--- src/rtl/mem_align_if.sv ---
// Request, memory-beat and response bundle for the load/store alignment unit.
// The unit plugs in through the slave modport; the requester/memory side uses master.
interface mem_align_if #(
  parameter int XLEN   = 32,
  parameter int ADDR_W = 32
);
  localparam int B = XLEN / 8;

  logic              req_valid;
  logic              req_ready;
  logic              req_we;
  logic [1:0]        req_size;
  logic              req_unsigned;
  logic [ADDR_W-1:0] req_addr;
  logic [XLEN-1:0]   req_wdata;

  logic              mem_req_valid;
  logic              mem_req_ready;
  logic              mem_we;
  logic [ADDR_W-1:0] mem_addr;
  logic [XLEN-1:0]   mem_wdata;
  logic [B-1:0]      mem_wmask;
  logic              mem_rvalid;
  logic [XLEN-1:0]   mem_rdata;

  logic              rsp_valid;
  logic [XLEN-1:0]   rsp_data;
  logic              rsp_err;

  modport slave (
    input  req_valid, req_we, req_size, req_unsigned,
    input  req_addr, req_wdata,
    output req_ready,
    output mem_req_valid, mem_we, mem_addr,
    output mem_wdata, mem_wmask,
    input  mem_req_ready, mem_rvalid, mem_rdata,
    output rsp_valid, rsp_data, rsp_err
  );

  modport master (
    output req_valid, req_we, req_size, req_unsigned,
    output req_addr, req_wdata,
    input  req_ready,
    input  mem_req_valid, mem_we, mem_addr,
    input  mem_wdata, mem_wmask,
    output mem_req_ready, mem_rvalid, mem_rdata,
    input  rsp_valid, rsp_data, rsp_err
  );
endinterface

--- src/rtl/mem_align_unit.sv ---
// Load/store alignment: splits word-straddling accesses into two aligned
// beats, builds store byte masks and sign/zero-extends merged load data.
module mem_align_unit #(
  parameter int XLEN             = 32,
  parameter int ADDR_W           = 32,
  parameter int ALLOW_MISALIGNED = 1
) (
  input  logic       clk,
  input  logic       rst_n,
  mem_align_if.slave bus
);
  localparam int B  = XLEN / 8;
  localparam int OW = $clog2(B);

  typedef enum logic [2:0] {
    IDLE,
    ISSUE0,
    WAIT0,
    ISSUE1,
    WAIT1,
    RESP
  } state_e;

  state_e state_q, state_d;

  logic [ADDR_W-1:0] addr_q, addr_d;
  logic [1:0]        size_q, size_d;
  logic              we_q, we_d;
  logic              uns_q, uns_d;
  logic [XLEN-1:0]   wdata_q, wdata_d;
  logic [XLEN-1:0]   rdata0_q, rdata0_d;

  logic              mem_req_valid_q, mem_req_valid_d;
  logic              mem_we_q, mem_we_d;
  logic [ADDR_W-1:0] mem_addr_q, mem_addr_d;
  logic [XLEN-1:0]   mem_wdata_q, mem_wdata_d;
  logic [B-1:0]      mem_wmask_q, mem_wmask_d;
  logic              rsp_valid_q, rsp_valid_d;
  logic              rsp_err_q, rsp_err_d;
  logic [XLEN-1:0]   rsp_data_q, rsp_data_d;

  logic              idle;
  logic [ADDR_W-1:0] src_addr;
  logic [1:0]        src_size;
  logic              src_we;
  logic              src_uns;
  logic [XLEN-1:0]   src_wdata;
  logic [OW-1:0]     o;
  logic [3:0]        n;
  logic [4:0]        sum;
  logic              split;
  logic              err;
  logic [2*B-1:0]    mask2;
  logic [2*XLEN-1:0] data2;
  logic [ADDR_W-1:0] base0;
  logic [2*XLEN-1:0] pair;
  logic [XLEN-1:0]   raw;
  logic [XLEN-1:0]   lo_mask;
  logic              sign;
  logic [XLEN-1:0]   ext;
  logic              hi_beat;

  assign idle = (state_q == IDLE);

  // In IDLE the live request drives the decode so ISSUE0 outputs
  // can be registered on the same edge as the capture.
  always_comb begin
    src_addr  = idle ? bus.req_addr     : addr_q;
    src_size  = idle ? bus.req_size     : size_q;
    src_we    = idle ? bus.req_we       : we_q;
    src_uns   = idle ? bus.req_unsigned : uns_q;
    src_wdata = idle ? bus.req_wdata    : wdata_q;
    o     = src_addr[OW-1:0];
    n     = 4'd1 << src_size;
    sum   = 5'(o) + 5'(n);
    split = sum > 5'(B);
    err   = ((src_size == 2'd3) && (XLEN == 32))
         || ((ALLOW_MISALIGNED == 0)
             && ((4'(o) & (n - 4'd1)) != 4'd0));
    mask2 = ~({2*B{1'b1}} << n) << o;
    data2 = {{XLEN{1'b0}}, src_wdata} << {o, 3'b000};
    base0 = {src_addr[ADDR_W-1:OW], {OW{1'b0}}};
  end

  // Merge beats, drop leading bytes, then extend from the access width.
  always_comb begin
    pair    = (state_q == WAIT1)
            ? {bus.mem_rdata, rdata0_q}
            : {{XLEN{1'b0}}, bus.mem_rdata};
    raw     = XLEN'(pair >> {o, 3'b000});
    lo_mask = ~({XLEN{1'b1}} << {n, 3'b000});
    sign    = |(raw & (lo_mask ^ (lo_mask >> 1)));
    ext     = (raw & lo_mask)
            | ({XLEN{sign & ~src_uns}} & ~lo_mask);
  end

  always_comb begin
    state_d  = state_q;
    addr_d   = addr_q;
    size_d   = size_q;
    we_d     = we_q;
    uns_d    = uns_q;
    wdata_d  = wdata_q;
    rdata0_d = rdata0_q;
    unique case (state_q)
      IDLE: begin
        if (bus.req_valid) begin
          addr_d  = bus.req_addr;
          size_d  = bus.req_size;
          we_d    = bus.req_we;
          uns_d   = bus.req_unsigned;
          wdata_d = bus.req_wdata;
          state_d = err ? RESP : ISSUE0;
        end
      end
      ISSUE0: if (bus.mem_req_ready) state_d = WAIT0;
      WAIT0: begin
        if (bus.mem_rvalid) begin
          rdata0_d = bus.mem_rdata;
          state_d  = split ? ISSUE1 : RESP;
        end
      end
      ISSUE1: if (bus.mem_req_ready) state_d = WAIT1;
      WAIT1:  if (bus.mem_rvalid) state_d = RESP;
      RESP:   state_d = IDLE;
      default: state_d = IDLE;
    endcase
  end

  always_comb begin
    mem_req_valid_d = (state_d == ISSUE0) || (state_d == ISSUE1);
    hi_beat         = (state_d == ISSUE1);
    mem_we_d        = 1'b0;
    mem_addr_d      = '0;
    mem_wdata_d     = '0;
    mem_wmask_d     = '0;
    if (mem_req_valid_d) begin
      mem_we_d   = src_we;
      mem_addr_d = hi_beat ? base0 + ADDR_W'(B) : base0;
      if (src_we) begin
        mem_wmask_d = hi_beat ? mask2[2*B-1:B] : mask2[B-1:0];
        mem_wdata_d = hi_beat ? data2[2*XLEN-1:XLEN]
                              : data2[XLEN-1:0];
      end
    end
  end

  always_comb begin
    rsp_valid_d = (state_d == RESP) && (state_q != RESP);
    rsp_err_d   = idle && (state_d == RESP);
    rsp_data_d  = rsp_data_q;
    if (rsp_valid_d) begin
      rsp_data_d = (idle || we_q) ? '0 : ext;
    end
  end

  always_ff @(posedge clk or negedge rst_n) begin
    if (!rst_n) begin
      state_q         <= IDLE;
      addr_q          <= '0;
      size_q          <= '0;
      we_q            <= 1'b0;
      uns_q           <= 1'b0;
      wdata_q         <= '0;
      rdata0_q        <= '0;
      mem_req_valid_q <= 1'b0;
      mem_we_q        <= 1'b0;
      mem_addr_q      <= '0;
      mem_wdata_q     <= '0;
      mem_wmask_q     <= '0;
      rsp_valid_q     <= 1'b0;
      rsp_err_q       <= 1'b0;
      rsp_data_q      <= '0;
    end else begin
      state_q         <= state_d;
      addr_q          <= addr_d;
      size_q          <= size_d;
      we_q            <= we_d;
      uns_q           <= uns_d;
      wdata_q         <= wdata_d;
      rdata0_q        <= rdata0_d;
      mem_req_valid_q <= mem_req_valid_d;
      mem_we_q        <= mem_we_d;
      mem_addr_q      <= mem_addr_d;
      mem_wdata_q     <= mem_wdata_d;
      mem_wmask_q     <= mem_wmask_d;
      rsp_valid_q     <= rsp_valid_d;
      rsp_err_q       <= rsp_err_d;
      rsp_data_q      <= rsp_data_d;
    end
  end

  assign bus.req_ready     = idle;
  assign bus.mem_req_valid = mem_req_valid_q;
  assign bus.mem_we        = mem_we_q;
  assign bus.mem_addr      = mem_addr_q;
  assign bus.mem_wdata     = mem_wdata_q;
  assign bus.mem_wmask     = mem_wmask_q;
  assign bus.rsp_valid     = rsp_valid_q;
  assign bus.rsp_err       = rsp_err_q;
  assign bus.rsp_data      = rsp_data_q;
endmodule

--- src/flat_wrapper.sv ---
// flat-port wrapper written by rule: the top's interface ports become plain ports
module mem_align_unit_flat 
#(
  parameter int XLEN             = 32,
  parameter int ADDR_W           = 32,
  parameter int ALLOW_MISALIGNED = 1
)
  (clk, rst_n, bus_req_valid, bus_req_we, bus_req_size, bus_req_unsigned, bus_req_addr, bus_req_wdata, bus_req_ready, bus_mem_req_valid, bus_mem_we, bus_mem_addr, bus_mem_wdata, bus_mem_wmask, bus_mem_req_ready, bus_mem_rvalid, bus_mem_rdata, bus_rsp_valid, bus_rsp_data, bus_rsp_err);
  mem_align_if #(.XLEN(XLEN), .ADDR_W(ADDR_W)) bus_i ();
  input  logic clk;
  input  logic rst_n;
  input wire logic [$bits(bus_i.req_valid)-1:0] bus_req_valid;
  input wire logic [$bits(bus_i.req_we)-1:0] bus_req_we;
  input wire logic [$bits(bus_i.req_size)-1:0] bus_req_size;
  input wire logic [$bits(bus_i.req_unsigned)-1:0] bus_req_unsigned;
  input wire logic [$bits(bus_i.req_addr)-1:0] bus_req_addr;
  input wire logic [$bits(bus_i.req_wdata)-1:0] bus_req_wdata;
  output wire logic [$bits(bus_i.req_ready)-1:0] bus_req_ready;
  output wire logic [$bits(bus_i.mem_req_valid)-1:0] bus_mem_req_valid;
  output wire logic [$bits(bus_i.mem_we)-1:0] bus_mem_we;
  output wire logic [$bits(bus_i.mem_addr)-1:0] bus_mem_addr;
  output wire logic [$bits(bus_i.mem_wdata)-1:0] bus_mem_wdata;
  output wire logic [$bits(bus_i.mem_wmask)-1:0] bus_mem_wmask;
  input wire logic [$bits(bus_i.mem_req_ready)-1:0] bus_mem_req_ready;
  input wire logic [$bits(bus_i.mem_rvalid)-1:0] bus_mem_rvalid;
  input wire logic [$bits(bus_i.mem_rdata)-1:0] bus_mem_rdata;
  output wire logic [$bits(bus_i.rsp_valid)-1:0] bus_rsp_valid;
  output wire logic [$bits(bus_i.rsp_data)-1:0] bus_rsp_data;
  output wire logic [$bits(bus_i.rsp_err)-1:0] bus_rsp_err;
  assign bus_i.req_valid = bus_req_valid;
  assign bus_i.req_we = bus_req_we;
  assign bus_i.req_size = bus_req_size;
  assign bus_i.req_unsigned = bus_req_unsigned;
  assign bus_i.req_addr = bus_req_addr;
  assign bus_i.req_wdata = bus_req_wdata;
  assign bus_req_ready = bus_i.req_ready;
  assign bus_mem_req_valid = bus_i.mem_req_valid;
  assign bus_mem_we = bus_i.mem_we;
  assign bus_mem_addr = bus_i.mem_addr;
  assign bus_mem_wdata = bus_i.mem_wdata;
  assign bus_mem_wmask = bus_i.mem_wmask;
  assign bus_i.mem_req_ready = bus_mem_req_ready;
  assign bus_i.mem_rvalid = bus_mem_rvalid;
  assign bus_i.mem_rdata = bus_mem_rdata;
  assign bus_rsp_valid = bus_i.rsp_valid;
  assign bus_rsp_data = bus_i.rsp_data;
  assign bus_rsp_err = bus_i.rsp_err;
  mem_align_unit #(.XLEN(XLEN), .ADDR_W(ADDR_W), .ALLOW_MISALIGNED(ALLOW_MISALIGNED)) u_core (.clk(clk), .rst_n(rst_n), .bus(bus_i));
endmodule
--- config.mk ---
export PLATFORM = sky130hd
export DESIGN_NAME = mem_align_unit_flat
export DESIGN_NICKNAME = d
export VERILOG_FILES = /design/src/rtl/mem_align_if.sv /design/src/rtl/mem_align_unit.sv /design/src/flat_wrapper.sv
export SDC_FILE = /design/constraint.sdc
export NUM_CORES = 1
export LEC_CHECK = 0
export BUFFER_PORTS_ARGS = -buffer_cell sky130_fd_sc_hd__buf_2
export CAP_MARGIN = 15
export CORE_MARGIN = 4
export CORE_UTILIZATION = 40
export DETAILED_ROUTE_END_ITERATION = 7
export PLACE_DENSITY = 0.66
export SYNTH_ARGS = -nofsm -noshare
export SYNTH_HDL_FRONTEND = slang
export SYNTH_SLANG_ARGS = --single-unit
--- constraint.sdc ---
create_clock -name clk -period 5.7 [get_ports clk]
set_input_delay 0.57 -clock clk [delete_from_list [all_inputs] [get_ports clk]]
set_output_delay 0.57 -clock clk [all_outputs]
set_load 0.005 [all_outputs]
**After elaboration in Yosys (flattened, before gate mapping)**

Cells that the tools add are included.

- Bits in registers: 207
- Input port bits: 105
- Logic and storage cells: 75

- Add/subtract/negate cells: 2
- Order comparisons: 1
- Equal/unequal tests: 9
- Shifts and indexed selects: 6
- Mux-type cells: 24
- Bitwise operators: 10
- Reduce and logical (&&, ||, !) cells: 8

Operators by type and width:

| operator | count |
|---|---|
| $mux 32 | 8 |
| $and 32x32->32 | 3 |
| $mux 64 | 1 |
| $not 32->32 | 2 |
| $shl 32x5->64 | 1 |
| $shr 64x5->32 | 1 |
| $add 32x3->32 const B | 1 |
| $or 32x32->32 | 1 |
| $reduce_or 32->1 | 1 |
| $shl 32x7->32 const A | 1 |
| $xor 32x31->32 | 1 |
| $mux 3 | 7 |
| $pmux 3 s5 | 1 |
| $mux 4 | 3 |
| $eq 3x2->1 const B | 3 |
| $not 8->8 | 1 |
| $shl 8x2->8 | 1 |
| $shl 8x4->8 const A | 1 |
| $eq 3x1->1 const B | 2 |
| $eq 3x3->1 const B | 2 |
| $add 2x4->5 | 1 |
| $gt 5x3->1 const B | 1 |
| $reduce_and 2->1 | 2 |
| $shl 1x2->4 const A | 1 |
| other kinds (9) | 13 |

**Logic depth before layout (Yosys ltp)**

- Depth in word-level cells: 12
- Depth in mapped cells: 18
- Gate-level depth less buffers: 13

**Worst setup path after synthesis**

OpenSTA, ideal clock, no wires.

- Path kind: reg2reg
- Start point: register u_core.state_q[0]
- End point: register u_core.mem_addr_q[17] (netlist: u_core.bus.mem_addr[17])
- Library setup time: 0.120 ns
- Data arrival time: 3.991 ns
- Data required time: 5.580 ns
- Setup slack: 1.589 ns
- Stages on the path, launching flop included: 16
- Buffers on the path: 5
- Clock period less this slack: 4.111 ns
- Cell sequence: dfrtp_1 > buf_2 > buf_1 > o31ai_1 > nand2_1 > inv_1 > clkbuf_1 > buf_1 > fa_1 > nand2b_1 > o211ai_1 > and3_1 > buf_6 > a2111o_1 > or4_1 > and3_1

- Longest elaborated chain between the ends: 11

Ends and longest elaborated chain:

| element | line | RTL |
|---|---|---|
| start, declared | mem_align_unit.sv:24 | `state_e state_q, state_d;` |
| start signal, assigned | mem_align_unit.sv:175 | `state_q <= state_d;` |
| $logic_not 3->1 | mem_align_unit.sv:63, mem_align_unit.sv:105 |  |
| $mux 2 | mem_align_unit.sv:69 | `src_size = idle ? bus.req_size : size_q;` |
| $shl 1x2->4 | mem_align_unit.sv:74 | `n = 4'd1 << src_size;` |
| $add 2x4->5 | mem_align_unit.sv:75 | `sum = 5'(o) + 5'(n);` |
| $gt 5x3->1 | mem_align_unit.sv:76 | `split = sum > 5'(B);` |
| $mux 3 | mem_align_unit.sv:120 | `state_d = split ? ISSUE1 : RESP;` |
| $mux 3 | mem_align_unit.sv:118 | `if (bus.mem_rvalid) begin` |
| $pmux 3 s5 | mem_align_unit.sv:105 | `unique case (state_q)` |
| $eq 3x2->1 or $eq 3x1->1 (tied branches) | mem_align_unit.sv:131, mem_align_unit.sv:132 |  |
| $mux 32 or $logic_or 1x1->1 (tied branches) | mem_align_unit.sv:139, mem_align_unit.sv:131 |  |
| $mux 32 (*) | mem_align_unit.sv:137 | `if (mem_req_valid_d) begin` |
| via u_core.mem_addr_d[17] | mem_align_unit.sv:35 | `logic [ADDR_W-1:0] mem_addr_q, mem_addr_d;` |
| end signal, assigned | mem_align_unit.sv:184 | `mem_addr_q <= mem_addr_d;` |
| end, declared | mem_align_unit.sv:35 |  |

Mark *: on every way through the listed nets, which the timed path passes. The rest lies on a longest branch.
A chain may end at the register's enable or synchronous reset.

**Worst setup path after layout**

- Start point: register u_core.state_q[1]
- End point: register u_core.mem_wmask_q[2] (netlist: u_core.bus.mem_wmask[2])

RTL lines:

| element | line | RTL |
|---|---|---|
| $logic_not 3->1 | mem_align_unit.sv:63, mem_align_unit.sv:105 |  |
| $mux 2 | mem_align_unit.sv:69 |  |
| $shl 1x2->4 | mem_align_unit.sv:74 |  |
| $add 2x4->5 | mem_align_unit.sv:75 |  |
| $gt 5x3->1 | mem_align_unit.sv:76 |  |
| $mux 3 | mem_align_unit.sv:120 |  |
| $mux 3 | mem_align_unit.sv:118 |  |
| $pmux 3 s5 (*) | mem_align_unit.sv:105 |  |
| $eq 3x1->1 or $eq 3x2->1 (tied branches) | mem_align_unit.sv:131 | `mem_req_valid_d = (state_d == ISSUE0) \|\| (state_d == ISSUE1);` |
| $logic_or 1x1->1 (*) | mem_align_unit.sv:131 |  |
| via u_core.mem_req_valid_d | mem_align_unit.sv:33 | `logic mem_req_valid_q, mem_req_valid_d;` |
| $mux 4 (*) | mem_align_unit.sv:137 |  |
| via u_core.mem_wmask_d[2] | mem_align_unit.sv:37 | `logic [B-1:0] mem_wmask_q, mem_wmask_d;` |
| end signal, assigned | mem_align_unit.sv:186 | `mem_wmask_q <= mem_wmask_d;` |
| end, declared | mem_align_unit.sv:37 |  |

Marked as above.

==> reports/results.ini <==
[synth]
synth_edf_count=0
ys_seq_area_share_pct=43.5
yosysWarningCount=0
synth-seq-cells=205
synth_area_sq_um=11800
syn_avg_cell_area_sq_um=9.59
synthDistinctLibCells=69
synthCells=1229
synth_ff_type=dfrtp_1
async_flop_share_pct=100

[cells_and_area]
fin_area_sq_um=13900
drive_gt1_share_pct=27.1
fin_nets=1495
final_common_cell=buf_2
layout_common_cells=buf_2 (206), dfrtp_1 (204), nand2_1 (159)
syn2layout_area_growth_pct=17.9

[pwr]
ir_drop_mv=0.454
pwr-share-seq_pct=29.3
p_leak_nw=6.34
combPwrFrac_pct=52.2
p_sw_mw=3.64
pwr_density_cell_nw_per_um2=597
clkPwrFrac_pct=18.5
swShare_pct=43.8
intPower_mw=4.66

[die]
die_area_sq_um=32300
die_w_um=180
start_util_pct=40.9
rows=62
io_pins=210
die_h_um=180
core_sq_um=28900

[min_path]
hp-class=in2async

[route]
drt_iter0_drc=955
ant_nets=0
highest_layer=met5
first_pass_iters=5
wl_per_cell_um=19.9
wl_met1_um=16000
drc=0
routed_wl_um=35600
route.met2.wl_um=16500
vias=10400
dr_wl_met3_um=2100
avgViaCountPerCell=5.83

[timing]
max_slew_margin_pct=28.7
fmax_mhz=200
rsz0062_at_grt=no
fin_worst_skew_ns=0.0277
slew_viol_final=0
period_share_pct=87.8
fin_crit_ns=5.00
setup_viol=0
tightest_slew_ns=1.06
finalHoldViolations=0
setup_tns_ns=0

[cts]
cts_tree=built
h-tree-depth=1
clk_latency_ns=0.53
cts_setup_buffers=0
cts_sinks=205
ctsLongestPathBuffers=3
cts_resized=0
hold_buffers=0
clk_pin_slew_ns=0.06
clockRootBuffer=clkbuf_16
cts_buffers=24

[placed_design]
gp_congestion=0.880
port_buffers=207
hpwl_um=24600
placed_area_sq_um=13100

[setup_path]
path_cells=or3_4, mux2_2, nor2_1, ha_1, inv_1, fa_1, nor2_1, o211ai_1, and3_1, or3_1, buf_4, inv_2, nand2_2, a2111oi_0
reg2reg_from=u_core.state_q[1]$_DFF_PN0_
max_stage_delay_ns=0.55
crit_path_frequent_cell=nor2_1
critPathLaunchType=register
worst-setup-path-type=reg2reg
crit_path_end_kind=register
worstPathMaxFanout=30
cp-startpoint=u_core.state_q[1]$_DFF_PN0_
crit_buf_inv=3
required_ns=6.07
cp_slowest_cell=dfrtp_1
cpLargestDelayFamily=simple AND/OR/NAND/NOR gates
arrival_ns=5.37

[grt]
grt_antenna_before_repair=11
grt_pass1_vias=10100
overflow=0
grt_pass1_wl_um=56400
grt_max_degree=116
grt_usage_pct=21.1

[flow_run]
max_cap_viol_count=0

[run_status]
status=complete, no violations

## cells by family (layout without fill, tap and decap cells)
family / count (synthesis) / in the layout / share of synthesized area (%)
AND/OR/NAND/NOR: 373 / 373 / 15.7
adder cells (fa/ha/maj): 3 / 3 / 0.382
other: 1 / 9 / 0.0318
XOR/XNOR: 3 / 3 / 0.223
flip-flops: 205 / 205 / 43.5
AO/OA/AOI/OAI: 330 / 330 / 18.2
multiplexers: 198 / 198 / 17.9
buffers and inverters: 116 / 287 / 4.11
## worst register-to-register path, stage by stage (launching register included)
cell and delay, ns:
dfrtp_1 0.55, or3_4 0.47, mux2_2 0.35, nor2_1 0.55, ha_1 0.25, inv_1 0.06, fa_1 0.44, nor2_1 0.13
o211ai_1 0.12, and3_1 0.24, or3_1 0.34, buf_4 0.24, inv_2 0.21, nand2_2 0.39, a2111oi_0 0.52
## synthesized netlist by cell type, drive strengths merged (3+ instances only)
master,number,area [sq um]
dfrtp,205,5130
buf,41,198
o311ai,9,78.8
a211oi,57,428
nor2b,20,125
mux2i,97,971
o2111ai,3,26.3
or3,19,124
nand2,161,604
o22ai,18,113
xnor2,3,26.3
nor4,10,68.8
or4b,3,30.0
a21oi,87,439
mux2,101,1140
inv,14,52.6
nand4,15,93.8
and2,18,113
o21ai,66,330
a211o,5,43.8
o21a,8,60.1
a2111oi,6,77.6
nor3,23,115
clkbuf,59,221
o211ai,7,52.6
nor2,37,139
nor3b,10,75.1
nor4b,4,35.0
nand2b,6,37.5
nand3,27,135
a31oi,16,100
and3,10,62.6
o221ai,3,26.3
or4bb,3,33.8
o31ai,25,188
o31a,7,61.3
## metal layers
| metal | track usage, % | up-vias |
|---|---|---|
| li1 | - | 4855 |
| met1 | 30.2 | 5121 |
| met2 | 32.9 | 378 |
| met3 | 3.46 | 81 |
| met4 | 6.74 | 8 |
| met5 | 0 | - |
## power by group through the flow
| stage | registers, mW | clock network [mW] | logic (mW) |
|---|---|---|---|
| 2_1_floorplan | 2.35 | 0 | 3.11 |
| 3_3_place_gp | 2.42 | 0 | 4.22 |
| 3_5_place_dp | 2.45 | 0 | 4.27 |
| 4_1_cts | 2.42 | 1.57 | 4.29 |
| 5_1_grt | 2.50 | 1.63 | 4.78 |
| 6_report | 2.43 | 1.54 | 4.33 |
## path summary, 6_finish.rpt
check,endpoint,slack (ns),cells after the start
worst max-delay path,u_core.bus.mem_wmask[2]$_DFF_PN0_,0.70,14
worst min-delay path,u_core.bus.rsp_valid$_DFF_PN0_,0.18,1
worst max register to register,u_core.bus.mem_wmask[2]$_DFF_PN0_,0.70,14
worst min register to register,u_core.rdata0_q[1]$_DFFE_PN0P_,0.46,2
max in group asynchronous,u_core.bus.rsp_data[26]$_DFFE_PN0P_,4.25,2
min in group clk,u_core.addr_q[30]$_DFFE_PN0P_,0.29,2
## metrics by stage
step                      cells  util [%]  hold WS, ns  power [mW]  worst slack (ns)
after floorplan            1230         -        0.274        5.46              1.59
after global placement     1745      45.4        0.449        6.64             0.545
after detailed placement   1745      45.4        0.456        6.72             0.401
after CTS                  1785      48.1        0.234        8.29             0.381
after global routing       1792      48.2        0.265        8.91             0.212
final                      1792      48.2        0.176        8.30             0.696
## flip-flops by register name, summed over array words and instances (netlist names), 2 cells and up
signal and count:
u_core.rdata0_q 32, u_core.bus.mem_wdata 32, u_core.addr_q 32, u_core.bus.mem_addr 30, u_core.wdata_q 32, u_core.bus.rsp_data 32
u_core.size_q 2, u_core.state_q 3, u_core.bus.mem_wmask 4
## area by class of cell
type / count / area (sq um)
antenna: 7 / 17.5
clock buffer: 37 / 699
clock inverter: 3 / 76.3
fill: 2675 / 15000
inverter: 16 / 65.1
multi-input combinational: 909 / 6210
sequential: 205 / 5130
tap: 384 / 480
timing repair buffer: 231 / 1220
No activity file was read; power rests on OpenSTA's default activity.
